File: src/rtl/comp_serial.sv
// Sequential MSB-first magnitude comparator: scans DIGIT bits per clock and
// stops at the first differing digit. Valid/ready handshakes on both sides.
module comp_serial #(
    parameter int unsigned WIDTH  = 8,
    parameter int unsigned DIGIT  = 2,
    parameter bit          SIGNED = 1'b0
) (
    input  logic             clk,
    input  logic             rst_n,
    input  logic             in_valid,
    output logic             in_ready,
    input  logic [WIDTH-1:0] X,
    input  logic [WIDTH-1:0] Y,
    output logic             out_valid,
    input  logic             out_ready,
    output logic             Zx,
    output logic             Zy,
    output logic             Zeq,
    output logic             busy
);

    localparam int unsigned NDIG = WIDTH / DIGIT;
    localparam int unsigned CW   = (NDIG > 1) ? $clog2(NDIG) : 1;
    localparam logic [CW-1:0] CNT_LAST = CW'(NDIG - 1);
    // Flipping the sign bit maps two's-complement order onto unsigned order.
    localparam logic [WIDTH-1:0] MSB_FLIP =
        SIGNED ? ({{(WIDTH-1){1'b0}}, 1'b1} << (WIDTH - 1)) : {WIDTH{1'b0}};

    generate
        if ((DIGIT == 0) || (WIDTH % DIGIT != 0) || (WIDTH < 2)) begin : g_bad_digit
            $error("comp_serial: DIGIT must be non-zero and divide WIDTH");
        end
    endgenerate

    typedef enum logic [1:0] {
        S_IDLE = 2'd0,
        S_RUN  = 2'd1,
        S_DONE = 2'd2
    } state_e;

    state_e           state_q, state_d;
    logic [WIDTH-1:0] sx_q, sx_d;
    logic [WIDTH-1:0] sy_q, sy_d;
    logic [CW-1:0]    cnt_q, cnt_d;
    logic             out_valid_q, out_valid_d;
    logic             zx_q, zx_d;
    logic             zy_q, zy_d;
    logic             zeq_q, zeq_d;
    logic [DIGIT-1:0] dx_s, dy_s;

    assign dx_s      = sx_q[WIDTH-1 -: DIGIT];
    assign dy_s      = sy_q[WIDTH-1 -: DIGIT];
    assign in_ready  = (state_q == S_IDLE);
    assign busy      = (state_q != S_IDLE);
    assign out_valid = out_valid_q;
    assign Zx        = zx_q;
    assign Zy        = zy_q;
    assign Zeq       = zeq_q;

    // Next-state and datapath logic for the scan FSM.
    always_comb begin
        state_d     = state_q;
        sx_d        = sx_q;
        sy_d        = sy_q;
        cnt_d       = cnt_q;
        out_valid_d = out_valid_q;
        zx_d        = zx_q;
        zy_d        = zy_q;
        zeq_d       = zeq_q;
        case (state_q)
            S_IDLE: begin
                if (in_valid) begin
                    sx_d    = X ^ MSB_FLIP;
                    sy_d    = Y ^ MSB_FLIP;
                    cnt_d   = CNT_LAST;
                    state_d = S_RUN;
                end else begin
                    state_d = S_IDLE;
                end
            end
            S_RUN: begin
                if (dx_s > dy_s) begin
                    zx_d        = 1'b1;
                    out_valid_d = 1'b1;
                    state_d     = S_DONE;
                end else if (dx_s < dy_s) begin
                    zy_d        = 1'b1;
                    out_valid_d = 1'b1;
                    state_d     = S_DONE;
                end else if (cnt_q == {CW{1'b0}}) begin
                    zeq_d       = 1'b1;
                    out_valid_d = 1'b1;
                    state_d     = S_DONE;
                end else begin
                    sx_d  = sx_q << DIGIT;
                    sy_d  = sy_q << DIGIT;
                    cnt_d = cnt_q - CW'(1);
                end
            end
            S_DONE: begin
                if (out_ready) begin
                    out_valid_d = 1'b0;
                    zx_d        = 1'b0;
                    zy_d        = 1'b0;
                    zeq_d       = 1'b0;
                    state_d     = S_IDLE;
                end else begin
                    state_d = S_DONE;
                end
            end
            default: begin
                out_valid_d = 1'b0;
                zx_d        = 1'b0;
                zy_d        = 1'b0;
                zeq_d       = 1'b0;
                state_d     = S_IDLE;
            end
        endcase
    end

    // State and result registers; reset wins over any handshake.
    always_ff @(posedge clk) begin
        if (!rst_n) begin
            state_q     <= S_IDLE;
            sx_q        <= {WIDTH{1'b0}};
            sy_q        <= {WIDTH{1'b0}};
            cnt_q       <= {CW{1'b0}};
            out_valid_q <= 1'b0;
            zx_q        <= 1'b0;
            zy_q        <= 1'b0;
            zeq_q       <= 1'b0;
        end else begin
            state_q     <= state_d;
            sx_q        <= sx_d;
            sy_q        <= sy_d;
            cnt_q       <= cnt_d;
            out_valid_q <= out_valid_d;
            zx_q        <= zx_d;
            zy_q        <= zy_d;
            zeq_q       <= zeq_d;
        end
    end

endmodule

File: config.mk
export PLATFORM = sky130hd
export DESIGN_NAME = comp_serial
export DESIGN_NICKNAME = d
export VERILOG_FILES = /design/src/rtl/comp_serial.sv
export SDC_FILE = /design/constraint.sdc
export NUM_CORES = 1
export LEC_CHECK = 0
export BUFFER_PORTS_ARGS = -buffer_cell sky130_fd_sc_hd__buf_2
export CAP_MARGIN = 20
export CORE_MARGIN = 2
export CORE_UTILIZATION = 55
export DETAILED_ROUTE_END_ITERATION = 7
export PLACE_DENSITY = 0.81
export SLEW_MARGIN = 40
export SYNTH_ARGS = -nofsm -noshare
export SYNTH_HDL_FRONTEND = slang
export SYNTH_SLANG_ARGS = --single-unit
File: constraint.sdc
create_clock -name clk -period 3.7 [get_ports clk]
set_clock_uncertainty 0.1 [all_clocks]
set_input_delay 0.37 -clock clk [delete_from_list [all_inputs] [get_ports clk]]
set_output_delay 0.37 -clock clk [all_outputs]
set_load 0.05 [all_outputs]
## Yosys cells after proc, flatten, opt, wreduce, memory -nomap -nowiden

Index checks and enable logic that the tools add are counted.
W data, S select, Z words.

- Bits in writable memories: 0
- Word-level logic and storage cells: 66
- Register bits: 24
- Bits in latches: 0
- Bits in read-only memories: 0
- Memories: 0
- Bits of input ports: 20

- Shifts and indexed selects: 0
- Eq/ne operators: 11
- Divide/modulo/power cells: 0
- Muxes and demuxes: 34
- Add/subtract/negate cells: 1
- Bitwise logic cells: 1
- Reductions and logical operators: 9
- Multiply operators: 0
- $lt $le $gt $ge: 2

Operators with widths:

| operator | number |
|---|---|
| $mux W8 | 8 |
| $pmux W8 S2 | 2 |
| $mux W2 | 8 |
| $ne A2 B2 Y1 const B | 8 |
| $pmux W1 S3 | 4 |
| $mux W1 | 10 |
| $reduce_and A5 Y1 | 2 |
| $pmux W2 S3 | 1 |
| $reduce_and A3 Y1 | 2 |
| $logic_not A2 Y1 | 2 |
| $ne A4 B4 Y1 const B | 1 |
| $pmux W2 S2 | 1 |
| $reduce_and A4 Y1 | 1 |
| $reduce_bool A2 Y1 | 2 |
| $eq A2 B1 Y1 const B | 1 |
| $eq A2 B2 Y1 const B | 1 |
| $gt A2 B2 Y1 | 1 |
| $lt A2 B2 Y1 | 1 |
| $sub A2 B1 Y2 const B | 1 |
| $not A1 Y1 | 1 |

## Longest topological paths before layout

- Depth after elaboration: 5
- Mapped depth: 7
- Depth with buffers taken out: 6

## Least setup slack after synthesis

OpenSTA, ideal clock, no wires.

- Path type: register to output
- Start: register state_q[0]
- End: output port busy
- Required time: 3.230 ns
- Buffers on the path: 1
- Slack: 1.644 ns
- Stages on the path, launching flop included: 4
- Arrival: 1.586 ns
- Cells stage by stage: dfxtp_1 -> buf_6 -> nor2_1 -> inv_1

- Longest elaborated chain between the ends: 1

Ends and longest elaborated chain:

| item | RTL line | RTL |
|---|---|---|
| from (decl) | 41 | `state_e state_q, state_d;` |
| from (signal assigned) | 133 | `state_q <= state_d;` |
| $reduce_bool A2 Y1 | 54 | `assign busy = (state_q != S_IDLE);` |
| to (decl) | 19 | `output logic busy` |

Every way passes these cells.

## Worst setup path after layout

- Start: register sx_q[6]
- End: register sy_q[0]

- Longest elaborated chain between the ends: 3
- Elaborated cells on any way between the ends: 5

Ends and longest elaborated chain:

| item | RTL line | RTL |
|---|---|---|
| from (decl) | 42 | `logic [WIDTH-1:0] sx_q, sx_d;` |
| from (signal assigned) | 125 | `sx_q <= {WIDTH{1'b0}};` |
| $lt A2 B2 Y1 or $gt A2 B2 Y1 (tied branches) | 86, 82 |  |
| $ne A2 B2 Y1 (no source line) | - |  |
| $reduce_and A5 Y1 (no source line) * | - |  |
| to (signal assigned) | 126 | `sy_q <= {WIDTH{1'b0}};` |
| to (signal assigned) | 135 | `sy_q <= sy_d;` |
| to (decl) | 43 | `logic [WIDTH-1:0] sy_q, sy_d;` |

Every way passes the cells marked *; elsewhere a longest branch is shown, timed or not.
A chain may end at the register's enable or synchronous reset.

==> results.md <==
* Later-pin clock latency in the skew report at 0.31 ns
* EDFF count, synth at 0
* CTS tree: built
* Worst setup margin at 1.604 ns
* Power, Total at 0.7393 mW
* Vias in the first global route at 899
* Total track usage at 0.2122
* Clock root buffer: clkbuf_4
* Crit-path max cell delay at 0.37 ns
* Core footprint at roughly 2000 um^2
* Seq/Total Area, Yosys at 0.4169
* Place WS at about 1.6 ns
* Least-Margin Pin Slew at between 0.5 and 0.6 ns
* CP required at roughly 3.8 ns
* Initial antenna violation count at 0
* Dpl cell area at 1262 um^2
* Clock Sinks at 24
* Post-route insts no fill at approximately 180
* WL final at 2377 um
* Cell Pwr Density at 569.2 nW/um^2
* Clk buf depth at 2
* Synth-to-Final Area Change at 12.70%
* Minimum clock period at 2.096 ns
* CP Cell Sequence: inv_1 > ha_1 > nand4b_1 > a221oi_4 > buf_4 > nor2_1 > a22o_1
* Number of cell rows at 16
* RSZ-0062 raised after global routing: false
* Ys flop type: dfxtp_1
* Post-Syn Area per Cell at between 9 and 10 um^2
* # diodes at 0
* Io pins at 26
* DP Wirelength at between 1500 and 2000 um
* CP Launch Point: sx_q[6]
* Starting DRT DRC Count at 16
* Switch share at 0.3794
* CTS Buf Count at 3
* Synth Instances at 126
* Fin crit share at 0.5665
* Final Hold Viols at 0
* Via density at 5.375
* Die width at 49.78 um
* Worst R2R Path Depth at 7
* Final nets at about 170
* Most frequent cell after synthesis: nand2_1
* Synth warn at 0
* Peak fanout along the critical path at 29
* Clock slew seen by the registers of the worst setup and hold paths at approximately 0.14 ns
* Area contributors post-synth: dfxtp_1 (42%), a311oi_2 (9.1%), nand2_1 (8.8%)
* Worst slew margin relative to its limit at 0.6191
* Placed cells at ~170
* Routability Congestion at 0.8106
* H-Tree Depth at 1
* Top-area cell type share of the netlist area at 0.4169
* Unique masters post-synth at 28
* Reg power frac at 0.449
* Max-cap viol count at 0
* Status: finished, final reports clean
* Gr ovfl total at 0
* Int Pwr at 0.4588 mW
* Mapped Area at 1152 um^2
* Pleak at roughly 0.56 nW
* Worst path slowest cell: dfxtp_1
* Syn Nets at 149
* Final setup fails at 0
* Reg2reg start: sx_q[6]
* Iteration count of the initial detailed-routing pass at 4
* Die Area at 2478 um^2
* Final instance area at 1299 um^2
* Antenna violation net count after detailed routing at 0
* DRC Markers at 0
* Fmax achieved at approximately 0.48 GHz
* Clock share of power at 0.188
* Arrival time at the worst endpoint at 2.21 ns
* Net Sw Power at 0.2805 mW
* Combinational share of power at 0.363
* First-pass GRT wire length at 4022 um
* WL per Instance at 13.51 um
* Area leader, netlist: dfxtp_1
* VDD IR max at 0.0003625 V
* FF-to-FF setup slack at about 1.6 ns
* Asr flop ratio synth at 0
* Vias at 946
* Share of cells above drive strength 1 at 0.2819
* # resized after CTS at 0
* Hold path cells at 2
* Worst Hold Class: primary input to flip-flop
* Reg-to-reg critical path endpoint: sy_q[0]
* Crit end category: flip-flop
* Post-CTS Setup Repair Bufs at 0
* Setup CP Type: flip-flop to flip-flop
* Final TNS setup at 0 ns
* Largest net degree at the start of global routing at 30
* Type of origin of the critical path: flip-flop
* Slew Limit Fails at 0
* Initial Util at 0.5874
* Die height at 49.78 um
* Number of port buffers at 25
* Critical path destination: sy_q[0]
* Top post-synthesis cells by count: nand2_1 (27), dfxtp_1 (24), nor2_1 (18), inv_1 (8), a311oi_2 (7)
* FF+latch count, synth at 24
* Hold buffers post-CTS at 0
==> layout make-up <==
type                    instances  area (um^2)
multi-input cells              87        585.6
inverters                       8        30.03
fillers                       178        663.1
flip-flops and latches         24        480.5
well taps                      27        33.78
clock buffers                   4        36.28
repair buffers                 26        132.6
==> layout by cell type, fill, tap and decap left out, drive strengths merged <==
master / instances
buf: 26
a221oi: 1
a31oi: 2
clkbuf: 4
o21ba: 1
o21ai: 1
nor3b: 1
nand4b: 1
ha: 3
a311oi: 13
nand2b: 3
nor2b: 2
nor2: 18
dfxtp: 24
a41oi: 1
nand2: 27
a21o: 1
and2: 1
o221ai: 1
a22o: 4
inv: 8
and3: 1
o21a: 2
a21oi: 3
==> power groups by stage <==
stage / registers, mW / clock network [mW] / logic (mW)
finish: 0.332 / 0.139 / 0.268
global route: 0.338 / 0.149 / 0.298
CTS: 0.332 / 0.140 / 0.270
detailed placement: 0.338 / 0 / 0.269
global placement: 0.334 / 0 / 0.257
floorplan: 0.351 / 0 / 0.209
==> registers in the layout, indices dropped and copies added, names as in the netlist <==
name	count
sy_q	8
Zy	1
Zeq	1
sx_q	8
cnt_q	2
Zx	1
state_q	2
out_valid	1
==> logic make-up after synthesis <==
group / count (synthesis) / share of synthesized area
flops: 24 / 0.4169
simple gates: 54 / 0.2117
buf+inv: 15 / 0.07709
fa+ha+maj: 3 / 0.03258
compound gates: 30 / 0.2617
==> worst min path at each step <==
| stage | start | endpoint |
|---|---|---|
| floorplan | sx_q[0] | sx_q[0] |
| global placement | Zeq | Zeq |
| detailed placement | Zeq | Zeq |
| CTS | X[0] | sx_q[0] |
| global route | X[0] | sx_q[0] |
| finish | X[0] | sx_q[0] |
==> per-layer routing <==
layer | part of all wire | global-route usage | vias up | wire length [um]
met5 | 0 | 0 | - | 0
li1 | - | - | 491 | -
met1 | 0.45 | 0.2663 | 434 | 1061
met4 | 0.0088 | 0.06944 | 0 | 21
met3 | 0.025 | 0.03636 | 4 | 59
met2 | 0.52 | 0.3667 | 17 | 1235
==> metrics by stage <==
| step | hold WS [ns] | utilization |
|---|---|---|
| 6_report | 0.1494 | 0.6620 |
| 5_1_grt | 0.1502 | 0.6620 |
| 4_1_cts | 0.1485 | 0.6620 |
| 3_5_place_dp | 0.3347 | 0.6435 |
| 3_3_place_gp | 0.3296 | 0.6422 |
| 2_1_floorplan | 0.3492 | - |
==> worst max-delay path: cells and delay by family, from the launching register on <==
| family | cells | cell delay, ns |
|---|---|---|
| AO/OA/AOI/OAI | 2 | 0.52 |
| adder cells (fa/ha/maj) | 1 | 0.30 |
| buffers and inverters | 2 | 0.40 |
| flip-flops | 1 | 0.37 |
| AND/OR/NAND/NOR | 2 | 0.30 |
Note: power is estimated with default switching activity, not from simulation.
